## config.mk

```make
export PLATFORM = sky130hd
export DESIGN_NAME = instruction_fetch_unit
export DESIGN_NICKNAME = d
export VERILOG_FILES = /design/src/rtl/instruction_fetch_unit.sv
export SDC_FILE = /design/constraint.sdc
export NUM_CORES = 1
export LEC_CHECK = 0
export BUFFER_PORTS_ARGS = -buffer_cell sky130_fd_sc_hd__buf_2
export CAP_MARGIN = 20
export CORE_UTILIZATION = 30
export DETAILED_ROUTE_END_ITERATION = 12
export PLACE_DENSITY = 0.52
export SYNTH_ARGS = -nofsm -noshare
export SYNTH_HDL_FRONTEND = slang
export SYNTH_SLANG_ARGS = --single-unit
```

## constraint.sdc

```tcl
create_clock -name CLK -period 3.1 [get_ports CLK]
set_input_delay 0.62 -clock CLK [delete_from_list [all_inputs] [get_ports CLK]]
set_output_delay 0.62 -clock CLK [all_outputs]
set_load 0.01 [all_outputs]
```

## src/rtl/instruction_fetch_unit.sv

```systemverilog
// ---------------------------------------------------------------------------
// instruction_fetch_unit
//
// Fetch front end. Holds the PC, issues in-order fetch requests to the
// instruction cache, buffers returned words together with their PCs and
// presents them to decode over a valid/ready handshake. A PC redirect flushes
// the buffer and marks every in-flight fetch as stale so that its response is
// dropped on arrival.
//
// Ports
//   CLK, RST               clock, synchronous active-high reset
//   PC_REDIRECT(_TARGET)   load a new PC (low two bits forced to zero), flush
//   CACHE_REQ_*            fetch request handshake, address = current PC
//   CACHE_RESP_*           returned words, strictly in request order
//   INSTRUCTION(_PC/_VALID) buffer head to decode (NOP_WORD when empty)
//   DECODE_READY           decode consumes the head this cycle
// ---------------------------------------------------------------------------
module instruction_fetch_unit #(
    parameter int unsigned           ADDR_WIDTH   = 32,
    parameter logic [ADDR_WIDTH-1:0] RESET_VECTOR = '0,
    parameter int unsigned           FIFO_DEPTH   = 2,
    parameter logic [31:0]           NOP_WORD     = 32'h0000_0013
) (
    input  logic                  CLK,
    input  logic                  RST,
    input  logic                  PC_REDIRECT,
    input  logic [ADDR_WIDTH-1:0] PC_REDIRECT_TARGET,
    output logic                  CACHE_REQ_VALID,
    input  logic                  CACHE_REQ_READY,
    output logic [ADDR_WIDTH-1:0] CACHE_REQ_ADDR,
    input  logic                  CACHE_RESP_VALID,
    input  logic [31:0]           CACHE_RESP_DATA,
    output logic [31:0]           INSTRUCTION,
    output logic [ADDR_WIDTH-1:0] INSTRUCTION_PC,
    output logic                  INSTRUCTION_VALID,
    input  logic                  DECODE_READY
);

    localparam int unsigned CNT_W = $clog2(FIFO_DEPTH + 1);
    typedef logic [CNT_W-1:0] cnt_t;

    // Architectural state
    logic [ADDR_WIDTH-1:0] pc_reg;
    cnt_t                  outstanding;   // requests accepted, response not yet seen
    cnt_t                  discard;       // how many of those are stale (pre-redirect)

    // Instruction buffer: entry 0 is always the head, so decode sees registers directly.
    logic [31:0]           buf_data     [FIFO_DEPTH];
    logic [ADDR_WIDTH-1:0] buf_pc       [FIFO_DEPTH];
    cnt_t                  buf_count;

    // PCs of live (non-stale) in-flight requests, oldest at entry 0.
    logic [ADDR_WIDTH-1:0] pcq          [FIFO_DEPTH];
    cnt_t                  pcq_count;

    // Next-state values
    logic [ADDR_WIDTH-1:0] pc_nxt;
    cnt_t                  outstanding_nxt;
    cnt_t                  discard_nxt;
    logic [31:0]           buf_data_nxt [FIFO_DEPTH];
    logic [ADDR_WIDTH-1:0] buf_pc_nxt   [FIFO_DEPTH];
    cnt_t                  buf_count_nxt;
    cnt_t                  buf_wr_idx;
    logic [ADDR_WIDTH-1:0] pcq_nxt      [FIFO_DEPTH];
    cnt_t                  pcq_count_nxt;
    cnt_t                  pcq_wr_idx;

    // Handshake qualifiers
    logic credit_ok;
    logic req_accept;
    logic resp_keep;
    logic dec_pop;
    logic unused_target_bits;

    assign unused_target_bits = ^PC_REDIRECT_TARGET[1:0];

    // Issue only while every accepted request is guaranteed a buffer slot.
    assign credit_ok       = (int'(outstanding) + int'(buf_count)) < int'(FIFO_DEPTH);
    assign CACHE_REQ_VALID = !RST && !PC_REDIRECT && credit_ok;
    assign CACHE_REQ_ADDR  = pc_reg;
    assign req_accept      = CACHE_REQ_VALID && CACHE_REQ_READY;

    // A response arriving during a redirect is stale by definition.
    assign resp_keep = CACHE_RESP_VALID && (discard == '0) && !PC_REDIRECT;
    assign dec_pop   = INSTRUCTION_VALID && DECODE_READY && !PC_REDIRECT;

    assign INSTRUCTION_VALID = (buf_count != '0);
    assign INSTRUCTION       = INSTRUCTION_VALID ? buf_data[0] : NOP_WORD;
    assign INSTRUCTION_PC    = buf_pc[0];

    // PC and in-flight accounting
    always_comb begin
        pc_nxt          = pc_reg;
        outstanding_nxt = outstanding + cnt_t'(req_accept) - cnt_t'(CACHE_RESP_VALID);
        discard_nxt     = discard;

        if (PC_REDIRECT) begin
            pc_nxt      = {PC_REDIRECT_TARGET[ADDR_WIDTH-1:2], 2'b00};
            // Everything still in flight is stale; a response landing now is dropped too.
            discard_nxt = outstanding - cnt_t'(CACHE_RESP_VALID);
        end else begin
            if (req_accept) begin
                pc_nxt = pc_reg + ADDR_WIDTH'(4);
            end
            if (CACHE_RESP_VALID && (discard != '0)) begin
                discard_nxt = discard - cnt_t'(1'b1);
            end
        end
    end

    // In-flight PC queue: shift out on a kept response, append on accept.
    always_comb begin
        pcq_nxt       = pcq;
        pcq_wr_idx    = pcq_count - cnt_t'(resp_keep);
        pcq_count_nxt = pcq_count + cnt_t'(req_accept) - cnt_t'(resp_keep);

        if (resp_keep) begin
            for (int unsigned i = 0; i + 1 < FIFO_DEPTH; i++) begin
                pcq_nxt[i] = pcq[i+1];
            end
        end
        if (req_accept) begin
            for (int unsigned i = 0; i < FIFO_DEPTH; i++) begin
                if (cnt_t'(i) == pcq_wr_idx) begin
                    pcq_nxt[i] = pc_reg;
                end
            end
        end
        if (PC_REDIRECT) begin
            pcq_count_nxt = '0;
        end
    end

    // Instruction buffer: shift on pop, then write the new word just past the
    // surviving entries so a same-cycle push and pop keeps order.
    always_comb begin
        buf_data_nxt  = buf_data;
        buf_pc_nxt    = buf_pc;
        buf_wr_idx    = buf_count - cnt_t'(dec_pop);
        buf_count_nxt = buf_count + cnt_t'(resp_keep) - cnt_t'(dec_pop);

        if (dec_pop) begin
            for (int unsigned i = 0; i + 1 < FIFO_DEPTH; i++) begin
                buf_data_nxt[i] = buf_data[i+1];
                buf_pc_nxt[i]   = buf_pc[i+1];
            end
        end
        if (resp_keep) begin
            for (int unsigned i = 0; i < FIFO_DEPTH; i++) begin
                if (cnt_t'(i) == buf_wr_idx) begin
                    buf_data_nxt[i] = CACHE_RESP_DATA;
                    buf_pc_nxt[i]   = pcq[0];
                end
            end
        end
        if (PC_REDIRECT) begin
            buf_count_nxt = '0;
        end
    end

    always_ff @(posedge CLK) begin
        if (RST) begin
            pc_reg      <= RESET_VECTOR;
            outstanding <= '0;
            discard     <= '0;
            buf_count   <= '0;
            pcq_count   <= '0;
            for (int unsigned i = 0; i < FIFO_DEPTH; i++) begin
                buf_data[i] <= NOP_WORD;
                buf_pc[i]   <= RESET_VECTOR;
                pcq[i]      <= RESET_VECTOR;
            end
        end else begin
            pc_reg      <= pc_nxt;
            outstanding <= outstanding_nxt;
            discard     <= discard_nxt;
            buf_count   <= buf_count_nxt;
            pcq_count   <= pcq_count_nxt;
            buf_data    <= buf_data_nxt;
            buf_pc      <= buf_pc_nxt;
            pcq         <= pcq_nxt;
        end
    end

    // A response with nothing outstanding means the cache protocol was broken.
    resp_needs_request: assert property (
        @(posedge CLK) disable iff (RST) CACHE_RESP_VALID |-> (outstanding != '0)
    );

endmodule

```

==> run summary, run 1 <==
The run finished with clean final reports. Dominant combinational cell family by area after synthesis: simple AND/OR/NAND/NOR gates. Max-cap violations in this run came to 0. The top cell types in the final layout, fill and taps aside, are 262 x sky130_fd_sc_hd__nand2_1, 228 x sky130_fd_sc_hd__dfxtp_1, 162 x sky130_fd_sc_hd__buf_2.

Together, buffers and inverters on the worst path number 3. For this run, the detailed router's first-pass iteration total came to 4. Ranked by total cell area, the synthesized netlist is headed by sky130_fd_sc_hd__dfxtp_1 45%, sky130_fd_sc_hd__nand2_1 9.9%, sky130_fd_sc_hd__mux2i_1 7.0%. The run gives 0.155 as the global-route usage over all layers.

The chip width came out at 185 um. Counting stages on the worst path, the most repeated cell is sky130_fd_sc_hd__nor2_1. The count of clock tree sinks was 228. The tools report the maximum number of buffers from clock root to sink as 3. Between clock sinks in the finished design, the worst skew comes to 0.0115 ns. The overall via count from detail_route is 8356. The ratio of cells with drive above 1 in the final layout is 0.180. The run gives 1 as the initial antenna violation count. Startpoint of the most critical register-to-register path: buf_count[0]$_SDFF_PP0_. The arrival time reported for the critical path endpoint is 3.17 ns, and the final worst-path setup slack is 0.336 ns. The signal on the critical path passes through inv_1, nor2_1, fa_1, or3b_1, nor2_1, inv_2, ha_1, inv_1, ha_1, xor2_1, xnor2_1, nor2_1.

Launching element type of the critical path: a flip-flop. The die covers 34300 sq um. For this run, the post-layout net count is 1378. Power spread over the standard cell area amounts to 597 nW/um^2.

The path class of the tightest hold or removal check is in2reg. After routing, the total negative slack on setup checks comes to 0 ns. The area share of the largest cell type after synthesis was 0.454; the worst-margin pin slew was 0.997 ns. The later pin in the worst-skew pair is clocked with a latency of 0.55 ns. The pin count of the biggest net entering global routing is 90. The tools report the area of placed instances as 11100 sq um. The register clock-pin slew on the reported worst setup and hold paths was 0.06 ns; the count of flip-flops with a built-in enable after synthesis was 0. The final count of pins violating max slew is 0. The hold violation total from the final report is 0. Buffers added to address setup during post-CTS repair amount to 0. The period utilization is 0.892, and the post-layout total power is 7.15 mW.

168 I/O pins were placed. The adder and majority gate portion of the synthesized area was 0.0157. After technology mapping, the gate count stands at 1210. The tools report the maximum level of the CTS H-tree as 1. After legalization and detailed placement, the total HPWL measured 16900 um.

The netlist uses 42 different library cells. The run gives 0.362 GHz as the fmax. The post-synthesis area per instance works out to 8.31 sq um. The core occupancy in the finished layout was 0.365; the count of synthesis-stage warnings from yosys was 0. In this run the clock root is driven by a sky130_fd_sc_hd__clkbuf_16.

The logs give 32800 sq um for the area inside the core boundary and 0 for the count of instances resized after the clock tree is built. The relative slew slack was 0.336. Setup repair after global routing left no endpoint under its margin. The cell family contributing the most delay on the critical path is adder cells. The basic-gate share of the synthesized area counting and, or, nand and nor cells works out to 0.220. The die span in y is 185 um, and the area fraction in compound gates after synthesis is 0.138.

Leading area contributor after synthesis: sky130_fd_sc_hd__dfxtp_1. In this run the worst path has a maximum fanout of 4. Critical register-to-register path endpoint: outstanding[1]$_SDFF_PP0_. The start point of the worst hold path is PC_REDIRECT_TARGET[9]. Prior to clock tree synthesis, the placed netlist has a worst setup slack of 0.356 ns. The number of input and output port buffers inserted is 163.

The number of placed instances, taps included, is 1709. The worst-case IR drop observed on VDD is 0.457 mV. TritonCTS built the clock tree.

Once layout is done, the placed cells without fillers occupy 12000 sq um. Row generation in the floorplan step produced 66 rows. Leading register cell type out of synthesis: sky130_fd_sc_hd__dfxtp_1. The starting utilization of the core area is 0.307, and the flop and latch count out of synthesis is 228. Measured in cells, the most critical reg-to-reg path has a length of 12. The number of global-route vias before repair is 7734. STA classifies the critical path endpoint as a flip-flop. The worst setup path is of the reg2reg kind. The synthesized-area fraction occupied by xor and xnor cells was 0.0305; the signed area change from the synthesized netlist to the final layout was 19.0%. The worst hold path passes through 3 cells. Hold timing on the final database bottoms out at a slack of 0.302 ns.

The sequential fraction of the synthesis area was 0.454. The logs give 1758 for the final cell count without fillers and 3.51 ns for the required time of the critical path. The per-cell via count in the routed design was 4.75. At the end of routability-driven placement, the weighted congestion stood at 0.757. The peak per-stage delay on the critical path came out at 0.49 ns.

Once detail routing completed, the nets flagged for antenna violations numbered 0. Setup violations remaining at the end of the flow were counted as 0. The total DRC errors in the routed layout was 0; the leakage power was 4.51 nW.

The total overflow reported by the global router is 0, and the number of buffers created by CTS is 27. The logs give 0.34 ns for the setup slack of the worst register-to-register path and 42600 um for the wire length of the first global-routing pass. The smallest clock period supported by the final layout is computed as 2.76 ns.

The slowest stage of the critical path is the sky130_fd_sc_hd__or3b_1 cell. After detailed routing, the total wire length is 26900 um. Dividing the detail-routed wire length by the instance count gives 15.3 um.

Most common library cell in the layout ignoring fill and taps: sky130_fd_sc_hd__nand2_1. The antenna cell count was 0. The initial DRC count is 504. Hold-critical path endpoint: CACHE_REQ_ADDR[9]$_SDFFE_PP0P_. The fraction of registers with async set or reset after synthesis is 0. The post-synthesis instance area was 10100 sq um. The count of hold-fix buffers inserted at cts was 0. The fraction of synthesized area in multiplexers was 0.0742.
## where the power goes
part | switching (mW) | internal [mW]
Sequential | 0.137 | 3.08
Clock | 1.27 | 1.98
Combinational | 0.406 | 0.278
## synth_stat cells, drive strengths merged, types with 2 or more instances
master    n
mux2i    70
ha       11
dfxtp   228
mux2      4
nand3b    4
buf      47
nand4    15
inv      13
clkbuf   80
xor2     13
a211oi   82
nand2   264
and4      3
a31oi     2
a21oi    95
nand3    11
nor3      8
nand2b    9
nor4      7
xnor2    22
and2     35
or2       3
and3      5
and4b     2
a311oi   31
o21ai     2
or3       2
nor2    134
## per-layer routing
layer / part of all wire / vias to the layer above / routed length [um] / GRT usage
met5: 0 / - / 0 / 0
met4: 0.018 / 0 / 478 / 0.0334
met3: 0.052 / 35 / 1390 / 0.0262
met2: 0.43 / 216 / 11400 / 0.237
met1: 0.51 / 3842 / 13600 / 0.224
li1: - / 4263 / - / -
## worst max-delay path by stage
stage / from / slack [ns] / end / cells past startpoint
floorplan: buf_count[1]$_SDFF_PP0_ / 0.24 / INSTRUCTION_PC[0]$_SDFF_PP0_ / 12
global placement: buf_count[0]$_SDFF_PP0_ / 0.37 / outstanding[1]$_SDFF_PP0_ / 12
detailed placement: buf_count[0]$_SDFF_PP0_ / 0.36 / outstanding[1]$_SDFF_PP0_ / 12
CTS: buf_count[0]$_SDFF_PP0_ / 0.33 / outstanding[1]$_SDFF_PP0_ / 12
global route: buf_count[0]$_SDFF_PP0_ / 0.17 / outstanding[1]$_SDFF_PP0_ / 12
finish: buf_count[0]$_SDFF_PP0_ / 0.34 / outstanding[1]$_SDFF_PP0_ / 12
## area by class of cell
type                       count  area, sq um
fill                        3433        20800
timing repair buffer         183         1030
clock buffer                  39          771
clock inverter                10          144
multi-input combinational    843         4850
sequential                   228         4560
tap                          442          553
inverter                      13         48.8
## sequential cells by signal (all words and copies together), names as in the netlist
register / flops
pcq: 62
buf_count: 2
pcq_count: 2
CACHE_REQ_ADDR: 30
discard: 2
buf_pc: 32
outstanding: 2
buf_data: 64
INSTRUCTION_PC: 32
## tightest hold or removal path: cells and delay by family
kind	cells	cell delay (ns)
buffers and inverters	1	0.07
muxes	1	0.05
and+or+nand+nor	1	0.07
## logic make-up (layout without fill, tap and decap cells)
logic type / count (synthesis) / in the layout
and+or+nand+nor: 507 / 507
DFF: 228 / 228
AOI/OAI and AO/OA: 213 / 213
buffers and inverters: 140 / 245
muxes: 74 / 74
xor gates and xnor gates: 35 / 35
adders and majority gates: 12 / 12
other: 1 / 2
Note: power is estimated with default switching activity, not from simulation.
==> inputs of run 2 (changes only) <==
Settings changed: ABC_AREA from default to 1, BUFFER_PORTS_ARGS -buffer_cell sky130_fd_sc_hd__buf_2 to -buffer_cell sky130_fd_sc_hd__buf_4, SKIP_LAST_GASP from default to 1.
==> run summary, run 2 <==
Among all stages on the critical path, the largest delay is contributed by sky130_fd_sc_hd__dfxtp_1. The routed design could run at a clock period as short as 2.50 ns. TritonCTS built the clock tree. Leading register cell type out of synthesis: sky130_fd_sc_hd__dfxtp_1. The library cells used most frequently in the layout, excluding fill and tap cells, are 315 x sky130_fd_sc_hd__nand2_1, 244 x sky130_fd_sc_hd__o21ai_0, 228 x sky130_fd_sc_hd__dfxtp_1. The logs give 0.439 for the relative contribution of sequential cells to total power and 15000 um for the post-route met1 wirelength. The pre-antenna-repair detailed-routing pass consisted of 5 iterations. The first global-routing pass estimated 47000 um of wire.

The leading area contributor after synthesis is sky130_fd_sc_hd__dfxtp_1. Entering global routing, the biggest net connects 91 pins. By count the netlist is led by 315 x sky130_fd_sc_hd__nand2_1, 244 x sky130_fd_sc_hd__o21ai_0, 228 x sky130_fd_sc_hd__dfxtp_1.

Most flop-heavy register: buf_data. The logs give 0 for the count of hold-fix buffers inserted at cts and 0 ns for the final setup TNS. Class of the worst hold path: in2reg. For the worst-case clock skew, the log shows 0.00662 ns.

At the later pin of the worst-skew pair, clock insertion delay measures 0.52 ns. The peak per-stage delay on the critical path was 0.43 ns. The number of antenna diodes in the final layout is 0.

The tree is rooted in a sky130_fd_sc_hd__clkbuf_16. Type of destination of the critical path: an output pin. Setup repair after global routing left no endpoint under its margin.

The die span in y works out to 188 um. The area inside the core boundary was 33800 sq um. Setup violations remaining at the end of the flow were counted as 0. The run finished with clean final reports.

For the required time of the critical path, the log shows 2.48 ns. Across the run, the number of max-cap violations was 0. The power density over cell area is 576 nW/um^2, and the average wire per cell in the routed design is 14.3 um.

After detailed routing, the met3 layer carries 1690 um of wire. The leakage power was 5.54 nW; the total half-perimeter wirelength after legalization and detailed placement was 19100 um. The die covers 35400 sq um.

Pin placement for this block handled 168 I/O pins. The count of flip-flops with a built-in enable after synthesis works out to 0. Counting the buffers created by CTS gives 27. The top fanout value on the critical path is 32.

Post-CTS repair changed the size of 0 cells. The maximum level of the CTS H-tree is 1, and the final count of pins violating max slew is 0. For the worst setup path, the data arrival time is 1.88 ns. Among all cell types in the netlist, the one instantiated most often is sky130_fd_sc_hd__nand2_1.

STA classifies the critical path startpoint as a flip-flop. The tools report the starting utilization of the core area as 0.308. For the post-layout net count, the log shows 1652. The hold violation total from the final report was 0.

Leaving out fill and tap cells, the most frequent cell in the layout is sky130_fd_sc_hd__nand2_1. The area share of the largest cell type after synthesis was 0.439. The signal on the critical path passes through inv_1, nand2_1, inv_1, buf_4, or2_2, buf_4. Counting distinct cell types in the post-synthesis netlist gives 34.

After detailed placement, the total cell area comes to 11700 sq um. The worst setup path is of the reg2out kind. For the placer congestion estimate, the log shows 0.881.

The run gives 0.439 as the sequential fraction of the synthesis area. The run gives 0.375 as the core occupancy in the finished layout. The largest registers in the layout are buf_data (64), pcq (62). Each instance of the synthesized netlist takes up on average 7.01 sq um. The run gives 10400 sq um as the post-synthesis instance area. Using the TritonRoute via totals, the vias-per-cell ratio works out to 4.68. The finished cells cover 12700 sq um. The initial antenna violation count was 0. Ranked by total cell area, the synthesized netlist is headed by sky130_fd_sc_hd__dfxtp_1 44%, sky130_fd_sc_hd__o21ai_0 12%, sky130_fd_sc_hd__nand2_1 11%.

The chip width works out to 188 um. Clock-pin slew was measured on the worst setup and hold paths at 0.06 ns. For the maximum number of buffers from clock root to sink, the log shows 3. Counting flops and latches in the post-synthesis netlist gives 228.

The final layout contains routed wiring with a total length of 29100 um. For the relative contribution of the clock network to total power, the log shows 0.449. The count of nets left with antenna violations once routing finished came out at 0. The internal power is 5.47 mW, and the worst hold slack is 0.323 ns. The run gives 519 as the initial DRC count. Detailed routing placed a total of 11900 um of wire on met2. The fraction of registers with async set or reset after synthesis is 0, and the part of the power in combinational logic is 0.112. Global routing finished with a remaining overflow of 0. The number of global-route vias before repair is 8727, and the total DRC errors in the routed layout is 0. The worst-case IR drop observed on VDD is 0.370 mV. The run gives 67 as the row count.

For this run, the number of Yosys warnings is 0. The global-route usage over all layers was 0.162; the number of input and output port buffers inserted was 163. Timing would allow up to 0.400 GHz.

The worst-margin pin slew came out at 0.916 ns. Buffers added to address setup during post-CTS repair amount to 0. The tree built by TritonCTS fans out to 228 sinks.

The highest metal layer used by the detailed router is met4. The power spent charging and discharging nets came out at 1.82 mW. The tools report the relative slew slack as 0.389. The number of standard cells after synthesis was 1483.

The ratio of cells with drive above 1 in the final layout came out at 0.154. The signed area change from the synthesized netlist to the final layout was 21.7%. The proportion of total power due to net switching came out at 0.250.

The overall via count from detail_route came out at 9538. The period utilization is 0.807. The register with the most flip-flops in the layout has 64 of them.
==> run 2: cell families (layout without fill, tap and decap cells) <==
kind of cell	after synthesis	after routing	share of synthesized area
DFF	228	228	0.439
buffers and inverters	246	351	0.109
AOI/OAI and AO/OA	409	409	0.202
other	1	2	0.000361
and+or+nand+nor	576	576	0.225
xor gates and xnor gates	11	11	0.00926
adders and majority gates	12	12	0.0152
==> run 2: worst paths after layout <==
path                              end  slack (ns)                      from  depth (start not counted)
min          buf_data[4]$_SDFFE_PP1P_        0.32        CACHE_RESP_DATA[4]                          3
min reg2reg  buf_data[4]$_SDFFE_PP1P_        0.45  buf_data[4]$_SDFFE_PP1P_                          2
max                    INSTRUCTION[4]        0.60   buf_count[1]$_SDFF_PP0_                          6
max reg2reg   pcq_count[1]$_SDFF_PP0_        0.64   buf_count[0]$_SDFF_PP0_                         11
==> run 2: final cells by class <==
class                      count  area [sq um]
clock buffer                  40           774
multi-input combinational   1010          4720
tap                          448           561
inverter                     120           455
timing repair buffer         183          1450
fill                        3582         21100
sequential                   228          4560
clock inverter                 8           143
==> run 2: worst max-delay path, delay by kind of cell, from the launching register on <==
family	cells	cell delay (ns)
buf+inv	4	0.49
flops	1	0.43
simple gates	2	0.43
==> run 2: layer usage <==
metal / vias up / GRT usage
met3: 38 / 0.0238
met2: 267 / 0.235
li1: 4963 / -
met5: - / 0
met1: 4270 / 0.247
met4: 0 / 0.0422
==> run 2: power by group through the flow <==
| stage | sequential, mW | clock (mW) | combinational, mW |
|---|---|---|---|
| 2_1_floorplan | 3.24 | 0 | 0.532 |
| 3_3_place_gp | 3.26 | 0 | 0.808 |
| 3_5_place_dp | 3.27 | 0 | 0.820 |
| 4_1_cts | 3.20 | 3.36 | 0.825 |
| 5_1_grt | 3.22 | 3.50 | 0.927 |
| 6_report | 3.20 | 3.27 | 0.814 |
==> run 2: through the flow <==
step	total power, mW	cells	setup WS (ns)
2_1_floorplan	3.77	1484	0.470
3_3_place_gp	4.07	1989	0.478
3_5_place_dp	4.09	1989	0.449
4_1_cts	7.39	2037	0.538
5_1_grt	7.64	2037	0.468
6_report	7.29	2037	0.599
